$ cat src/rtl/status_handshake_tx_if.sv
// Bundle for the FPGA->Pico status link: local valid/ready strobe plus the
// board-side nibble, REQ and asynchronous ACK.
interface status_handshake_tx_if #(
  parameter int DATA_WIDTH = 4
) ();
  logic                  tx_valid;
  logic [DATA_WIDTH-1:0] tx_data;
  logic                  tx_ready;
  logic                  tx_done;
  logic                  tx_timeout;
  logic [DATA_WIDTH-1:0] data_out;
  logic                  req_out;
  logic                  ack_in;

  // Driven by the filter FSM / board model.
  modport master (
    output tx_valid, tx_data, ack_in,
    input  tx_ready, tx_done, tx_timeout, data_out, req_out
  );

  // The transmitter itself.
  modport slave (
    input  tx_valid, tx_data, ack_in,
    output tx_ready, tx_done, tx_timeout, data_out, req_out
  );
endinterface

$ cat src/rtl/status_handshake_tx.sv
// Four-phase REQ/ACK transmitter: sends one status nibble per transfer to the
// Pico, with setup delay, ACK synchronizer and per-state timeout recovery.
module status_handshake_tx #(
  parameter int DATA_WIDTH     = 4,
  parameter int SETUP_CYCLES   = 2,
  parameter int TIMEOUT_CYCLES = 25_000,
  parameter int SYNC_STAGES    = 2
) (
  input logic                  clk,
  input logic                  reset,
  status_handshake_tx_if.slave bus
);

  localparam int TW = $clog2(TIMEOUT_CYCLES + 1);
  localparam logic [TW-1:0] SETUP_LAST = TW'(SETUP_CYCLES);
  localparam logic [TW-1:0] TO_LAST    = TW'(TIMEOUT_CYCLES - 1);
  localparam logic [TW-1:0] TIMER_SAT  = TW'(TIMEOUT_CYCLES);

  typedef enum logic [2:0] {
    S_IDLE,
    S_SETUP,
    S_WAIT_ACK,
    S_WAIT_REL,
    S_RECOVER
  } state_t;

  state_t                  r_state;
  logic [TW-1:0]           r_timer;
  logic [SYNC_STAGES-1:0]  r_sync;
  logic [DATA_WIDTH-1:0]   r_data;
  logic                    r_req;
  logic                    r_done;
  logic                    r_timeout;

  logic w_ack_sync;
  logic w_ready;
  logic w_to_hit;

  assign w_ack_sync = r_sync[SYNC_STAGES-1];
  assign w_ready    = (r_state == S_IDLE) && !w_ack_sync;
  assign w_to_hit   = (r_timer == TO_LAST);

  assign bus.tx_ready   = w_ready;
  assign bus.tx_done    = r_done;
  assign bus.tx_timeout = r_timeout;
  assign bus.data_out   = r_data;
  assign bus.req_out    = r_req;

  always_ff @(posedge clk) begin
    if (reset) begin
      r_state   <= S_IDLE;
      r_timer   <= '0;
      r_sync    <= '0;
      r_data    <= '0;
      r_req     <= 1'b0;
      r_done    <= 1'b0;
      r_timeout <= 1'b0;
    end else begin
      r_sync    <= {r_sync[SYNC_STAGES-2:0], bus.ack_in};
      r_done    <= 1'b0;
      r_timeout <= 1'b0;
      // Saturating count; every transition below overrides it with a clear.
      if (r_state != S_IDLE && r_timer != TIMER_SAT) begin
        r_timer <= r_timer + TW'(1);
      end
      case (r_state)
        S_IDLE: begin
          if (bus.tx_valid && w_ready) begin
            r_data  <= bus.tx_data;
            r_timer <= '0;
            r_state <= S_SETUP;
          end
        end
        S_SETUP: begin
          // REQ rises SETUP_CYCLES+1 edges after the accept edge.
          if (r_timer == SETUP_LAST) begin
            r_req   <= 1'b1;
            r_timer <= '0;
            r_state <= S_WAIT_ACK;
          end
        end
        S_WAIT_ACK: begin
          if (w_ack_sync) begin
            r_req   <= 1'b0;
            r_timer <= '0;
            r_state <= S_WAIT_REL;
          end else if (w_to_hit) begin
            r_req     <= 1'b0;
            r_timeout <= 1'b1;
            r_timer   <= '0;
            r_state   <= S_RECOVER;
          end
        end
        S_WAIT_REL: begin
          if (!w_ack_sync) begin
            r_done  <= 1'b1;
            r_timer <= '0;
            r_state <= S_IDLE;
          end else if (w_to_hit) begin
            r_timeout <= 1'b1;
            r_timer   <= '0;
            r_state   <= S_RECOVER;
          end
        end
        S_RECOVER: begin
          if (!w_ack_sync || w_to_hit) begin
            r_timer <= '0;
            r_state <= S_IDLE;
          end
        end
        default: begin
          r_req   <= 1'b0;
          r_timer <= '0;
          r_state <= S_IDLE;
        end
      endcase
    end
  end

endmodule

$ cat src/flat_wrapper.sv
// flat-port wrapper written by rule: the top's interface ports become plain ports
module status_handshake_tx_flat 
#(
  parameter int DATA_WIDTH     = 4,
  parameter int SETUP_CYCLES   = 2,
  parameter int TIMEOUT_CYCLES = 25_000,
  parameter int SYNC_STAGES    = 2
)
  (clk, reset, bus_tx_valid, bus_tx_data, bus_ack_in, bus_tx_ready, bus_tx_done, bus_tx_timeout, bus_data_out, bus_req_out);
  status_handshake_tx_if #(.DATA_WIDTH(DATA_WIDTH)) bus_i ();
  input logic clk;
  input logic reset;
  input wire logic [$bits(bus_i.tx_valid)-1:0] bus_tx_valid;
  input wire logic [$bits(bus_i.tx_data)-1:0] bus_tx_data;
  input wire logic [$bits(bus_i.ack_in)-1:0] bus_ack_in;
  output wire logic [$bits(bus_i.tx_ready)-1:0] bus_tx_ready;
  output wire logic [$bits(bus_i.tx_done)-1:0] bus_tx_done;
  output wire logic [$bits(bus_i.tx_timeout)-1:0] bus_tx_timeout;
  output wire logic [$bits(bus_i.data_out)-1:0] bus_data_out;
  output wire logic [$bits(bus_i.req_out)-1:0] bus_req_out;
  assign bus_i.tx_valid = bus_tx_valid;
  assign bus_i.tx_data = bus_tx_data;
  assign bus_i.ack_in = bus_ack_in;
  assign bus_tx_ready = bus_i.tx_ready;
  assign bus_tx_done = bus_i.tx_done;
  assign bus_tx_timeout = bus_i.tx_timeout;
  assign bus_data_out = bus_i.data_out;
  assign bus_req_out = bus_i.req_out;
  status_handshake_tx #(.DATA_WIDTH(DATA_WIDTH), .SETUP_CYCLES(SETUP_CYCLES), .TIMEOUT_CYCLES(TIMEOUT_CYCLES), .SYNC_STAGES(SYNC_STAGES)) u_core (.clk(clk), .reset(reset), .bus(bus_i));
endmodule
$ cat config.mk
export PLATFORM = sky130hd
export DESIGN_NAME = status_handshake_tx_flat
export DESIGN_NICKNAME = d
export VERILOG_FILES = /design/src/rtl/status_handshake_tx_if.sv /design/src/rtl/status_handshake_tx.sv /design/src/flat_wrapper.sv
export SDC_FILE = /design/constraint.sdc
export NUM_CORES = 1
export LEC_CHECK = 0
export BUFFER_PORTS_ARGS = -buffer_cell sky130_fd_sc_hd__buf_2
export CELL_PAD_IN_SITES_DETAIL_PLACEMENT = 0
export CELL_PAD_IN_SITES_GLOBAL_PLACEMENT = 1
export CORE_ASPECT_RATIO = 1.4
export CORE_MARGIN = 8
export CORE_UTILIZATION = 43
export CTS_CLUSTER_SIZE = 12
export DETAILED_ROUTE_END_ITERATION = 10
export MAX_ROUTING_LAYER = met4
export PLACE_DENSITY_LB_ADDON = 0.1
export SLEW_MARGIN = 5
export SYNTH_ARGS = -nofsm -noshare
export SYNTH_HDL_FRONTEND = slang
export SYNTH_SLANG_ARGS = --single-unit
$ cat constraint.sdc
create_clock -name clk -period 3.1 [get_ports clk]
set_clock_uncertainty 0.15 [all_clocks]
set_input_delay 0.155 -clock clk [delete_from_list [all_inputs] [get_ports clk]]
set_output_delay 0.155 -clock clk [all_outputs]
set_load 0.01 [all_outputs]
After elaboration in Yosys (flattened, before gate mapping)
Index checks and enable logic that the tools add are counted. W data, S select, Z words.

Register bits after elaboration: 27. Output and inout port bits: 8. Bits of input ports: 8. Word-level logic and storage cells: 57.

Multiplexer cells: 24. Eq/ne operators: 11. Reductions and logical operators: 12. Bitwise logic cells: 2. Add/sub/neg operators: 1.

Operators by type and width (count): $mux W15 (7); $pmux W15 S5 (1); $mux W3 (6); $add A15 B1 Y15 const B (1); $eq A15 B15 Y1 const B (1); $eq A15 B2 Y1 const B (1); $ne A15 B15 Y1 const B (1); $pmux W3 S5 (1); $mux W1 (7); $eq A3 B2 Y1 const B (2); $reduce_and A3 Y1 (2); $ne A2 B1 Y1 const B (2); $eq A3 B1 Y1 const B (1); $eq A3 B3 Y1 const B (1); $logic_and A1 B1 Y1 (3); $logic_not A3 Y1 (1); $ne A3 B1 Y1 const B (1); $pmux W1 S3 (1); $reduce_bool A3 Y1 (1); $reduce_or A3 Y1 (1); $ne A2 B2 Y1 const B (1); $not A1 Y1 (2); $pmux W1 S2 (1); $reduce_and A2 Y1 (1); other kinds (3) (3).

Longest topological paths before layout
Depth after elaboration: 6. Gate-level depth with buffers: 8. Mapped depth without buffers: 7.

Least setup slack after synthesis
No wires, ideal clock.

Kind: reg-to-reg. Start point: register u_core.r_timer[0]. End point: register u_core.r_timer[5]. Setup time: 0.115 ns. Stages on the path, launching flop included: 9. Period minus slack after synthesis: 2.269 ns. Arrival time: 2.004 ns. Path slack: 0.831 ns. Buffers on the path: 1. Required time: 2.835 ns. Cells stage by stage: dfxtp_1 -> inv_1 -> ha_1 -> or4b_1 -> or4_4 -> o2bb2ai_2 -> o21ai_4 -> buf_6 -> nor2_2.

Cells in the longest elaborated chain, start to end: 6. Elaborated cells between the ends (all ways): 14. Those cells by class: add/sub (1); eq/ne (3); mux (8); reduce/logical (2).

RTL lines: start: declaration (RTL line status_handshake_tx.sv:28) `logic [TW-1:0] r_timer;`; start signal: assignment (RTL line status_handshake_tx.sv:64) `r_timer <= r_timer + TW'(1);`; parallel branches: the longest is 5 deep, another holds $add A15 B1 Y15; $pmux W15 S5 (*) (RTL line status_handshake_tx.sv:66) `case (r_state)`.

Mark *: on every way between the ends. A chain may end at the register's enable or synchronous reset.

Worst setup path after layout
Start point: register u_core.r_timer[0]. End point: register u_core.r_timer[13].

The elaborated chain is that of the path after synthesis.

==> impl_metrics.tcl <==
set metrics [dict create \
    slew_violations 0 \
    synth.yosys.seq_area_share 0.3857 \
    fp-row-count 24 \
    clock-sinks 27 \
    cts_max_path_buffers 2 \
    ys.warnings.count 0 \
    timing.max_cap.violations 0 \
    post-route-drc-count 0 \
    rsz0062_at_grt "false" \
    fin_crit_sh 0.8105 \
    regArea_um2 540.5 \
    cp.arrival_ns 2.51 \
    wl_per_cell_um 13.80 \
    antenna_found_initial 0 \
    ys_ff_latch 27 \
    wl_mm 2.967 \
    die_x_um 64.25 \
    cpPeakStageDelay_ns 0.52 \
    netlist.area_leader.share 0.3857 \
    critPathKind "register to register" \
    drt_iter0_drc 28 \
    synth_most_common_cell "dfxtp_1" \
    multi_input_area_um2 803.3 \
    tns_ns 0 \
    worst_slew_margin_rel 0.5590 \
    synth_area_leaders "dfxtp_1, xor2_1, nor2_2" \
    cts_tree "built" \
    grt.total_usage 0.1170 \
    dr.pass1.iters 4 \
    syn_to_final_growth_pct 13.39 \
    die_area_um2 5367 \
    insertion_delay_ns 0.27 \
    grt_pass1_vias 1129 \
    worstSetupEndpointType "register" \
    path_cells "inv_1 > ha_1 > or4b_1 > or4_4 > o2bb2ai_2 > o21ai_4 > nor2_1" \
    cp_max_fo 14 \
    grt_pass1_wl_mm 5.099 \
    final_antenna_net_count 0 \
    overflow 0 \
    syn_area_um2 1401 \
    startpoint_type "register" \
    critPathBufInv 1 \
    nets 188 \
    hpwlAfterDp_mm 2.211 \
    diodes 0 \
    drive_gt1_frac 0.2159 \
    clock-root-buffer "clkbuf_8" \
    die_h_um 83.55 \
    p_leak_nw 0.5492 \
    synth_flop_cell "dfxtp_1" \
    finalWeightedCongestion 0.8328 \
    post_cts_buffers 0 \
    vias 1176 \
    worst_slew_pin_slew_ns 0.6565 \
    critical_path.slowest_cell "or4_4" \
    syn-num-nets 171 \
    setup_ws_ns 0.5875 \
    rr_worst_depth 7 \
    holdBufCountCts 5 \
    hold_path_depth 2 \
    ys_types 45 \
    synth_edf_count 0 \
    netlist_top_cells_count "dfxtp_1, nand2_1, nor2_1" \
    fill_cells 318 \
    powerDensity_nw_per_um2 552.7 \
    ios 16 \
    ff2ff_setup_slack_ns 0.59 \
    crit_required_ns 3.10 \
    grt_max_degree 17 \
    vias_per_cell 5.470 \
    clk_pin_slew_ns 0.10 \
    ys_async_sr_fraction 0 \
    finalCriticalPeriod_ns 2.513 \
    timing.fmax_mhz 398.0 \
    htreeDepth 1 \
    pre_cts_slack_ns 0.5783 \
    ir_drop_mv 0.2354 \
    coreArea_um2 3123 \
    synth_cells 160 \
    numCtsBuffers 3 \
    portBuffers 15 \
    cp.depth 7 \
    hold_class "input port to register" \
    avgSynthCellArea_um2 8.758 \
    yosysTopAreaCell "dfxtp_1" \
    start_util 0.4487 \
    status "finished clean" \
    setup_viol 0 \
    hold_viol 0 \
    final_core_util 0.5088 \
    cts_resized 0 \
    cp_top_family "simple AND/OR/NAND/NOR gates" \
]
==> metrics by stage <==
| step | cells | hold WS (ns) | cell area (um^2) | power (mW) |
|---|---|---|---|---|
| CTS | 215 | 0.03002 | 1589 | 0.8936 |
| detailed placement | 206 | 0.2372 | 1490 | 0.6828 |
| global placement | 206 | 0.2295 | 1490 | 0.6780 |
| finish | 215 | 0.03762 | 1589 | 0.8783 |
| floorplan | 160 | 0.1332 | 1401 | 0.6318 |
| global route | 215 | 0.05435 | 1589 | 0.9439 |
==> sequential cells by signal, summed over array words and instances, names as in the netlist <==
signal,count
u_core.bus.data_out,4
u_core.bus.req_out,1
u_core.bus.tx_done,1
u_core.bus.tx_timeout,1
u_core.r_state,3
u_core.r_sync,2
u_core.r_timer,15
==> final timing paths <==
check | to | startpoint
min | u_core.bus.data_out[3]$_SDFFE_PP0P_ | reset
max | u_core.r_timer[13]$_SDFF_PP0_ | u_core.r_timer[0]$_SDFF_PP0_
max reg2reg | u_core.r_timer[13]$_SDFF_PP0_ | u_core.r_timer[0]$_SDFF_PP0_
min reg2reg | u_core.bus.data_out[3]$_SDFFE_PP0P_ | u_core.bus.data_out[3]$_SDFFE_PP0P_
==> placed cells by master (no fill, tap or decap), drive strengths merged, types with 2 or more instances in the layout <==
| cell | Yosys | layout |
|---|---|---|
| nor3b | 2 | 2 |
| or3 | 2 | 2 |
| nor4 | 3 | 3 |
| clkbuf | 7 | 3 |
| nand2b | 2 | 2 |
| buf | 2 | 16 |
| xor2 | 9 | 9 |
| nand4 | 5 | 5 |
| ha | 3 | 3 |
| inv | 4 | 4 |
| nor3 | 2 | 2 |
| or4 | 4 | 4 |
| nand3 | 8 | 8 |
| a21oi | 6 | 6 |
| nor4b | 2 | 2 |
| dlygate4sd3 | 0 | 5 |
| nor2 | 23 | 23 |
| o31ai | 2 | 2 |
| nor2b | 4 | 4 |
| nand2 | 16 | 16 |
| xnor2 | 4 | 4 |
| and4 | 2 | 2 |
| o21ai | 5 | 5 |
| dfxtp | 27 | 27 |
==> final cells by class <==
| cell class | instances | area share |
|---|---|---|
| Clock buffer | 3 | 0.02598 |
| Clock inverter | 1 | 0.004724 |
| Inverter | 4 | 0.009449 |
| Multi-Input combinational cell | 120 | 0.5055 |
| Sequential cell | 27 | 0.3402 |
| Tap cell | 39 | 0.03071 |
| Timing Repair Buffer | 21 | 0.08346 |
==> worst register-to-register path, stage by stage (launching register included) <==
cell       delay, ns
dfxtp_1         0.36
inv_1           0.09
ha_1            0.13
or4b_1          0.42
or4_4           0.52
o2bb2ai_2       0.17
o21ai_4         0.44
nor2_1          0.10
==> routing by layer <==
layer  share of wire  vias to the layer above  global-route usage
met3           0.045                        6             0.02151
met5               0                        -                   -
met1            0.42                      542              0.1199
li1                -                      602                   -
met4           0.019                        0             0.06375
met2            0.52                       26              0.2024
==> logic make-up (layout without fill, tap and decap cells) <==
logic type / after synthesis / after routing / share of synthesized area
mux: 1 / 1 / 0.007143
buf+inv: 13 / 29 / 0.04107
xor+xnor: 13 / 13 / 0.08125
compound gates: 23 / 23 / 0.1295
simple gates: 80 / 80 / 0.3286
flops: 27 / 27 / 0.3857
fa+ha+maj: 3 / 3 / 0.02679
==> where the power goes <==
part	switching, mW	internal [mW]	total, mW	leakage, nW
Combinational	0.153	0.103	0.256	0.309
Clock	0.113	0.0912	0.204	0.0217
Sequential	0.0456	0.372	0.418	0.219
Note: power is estimated with default switching activity, not from simulation.
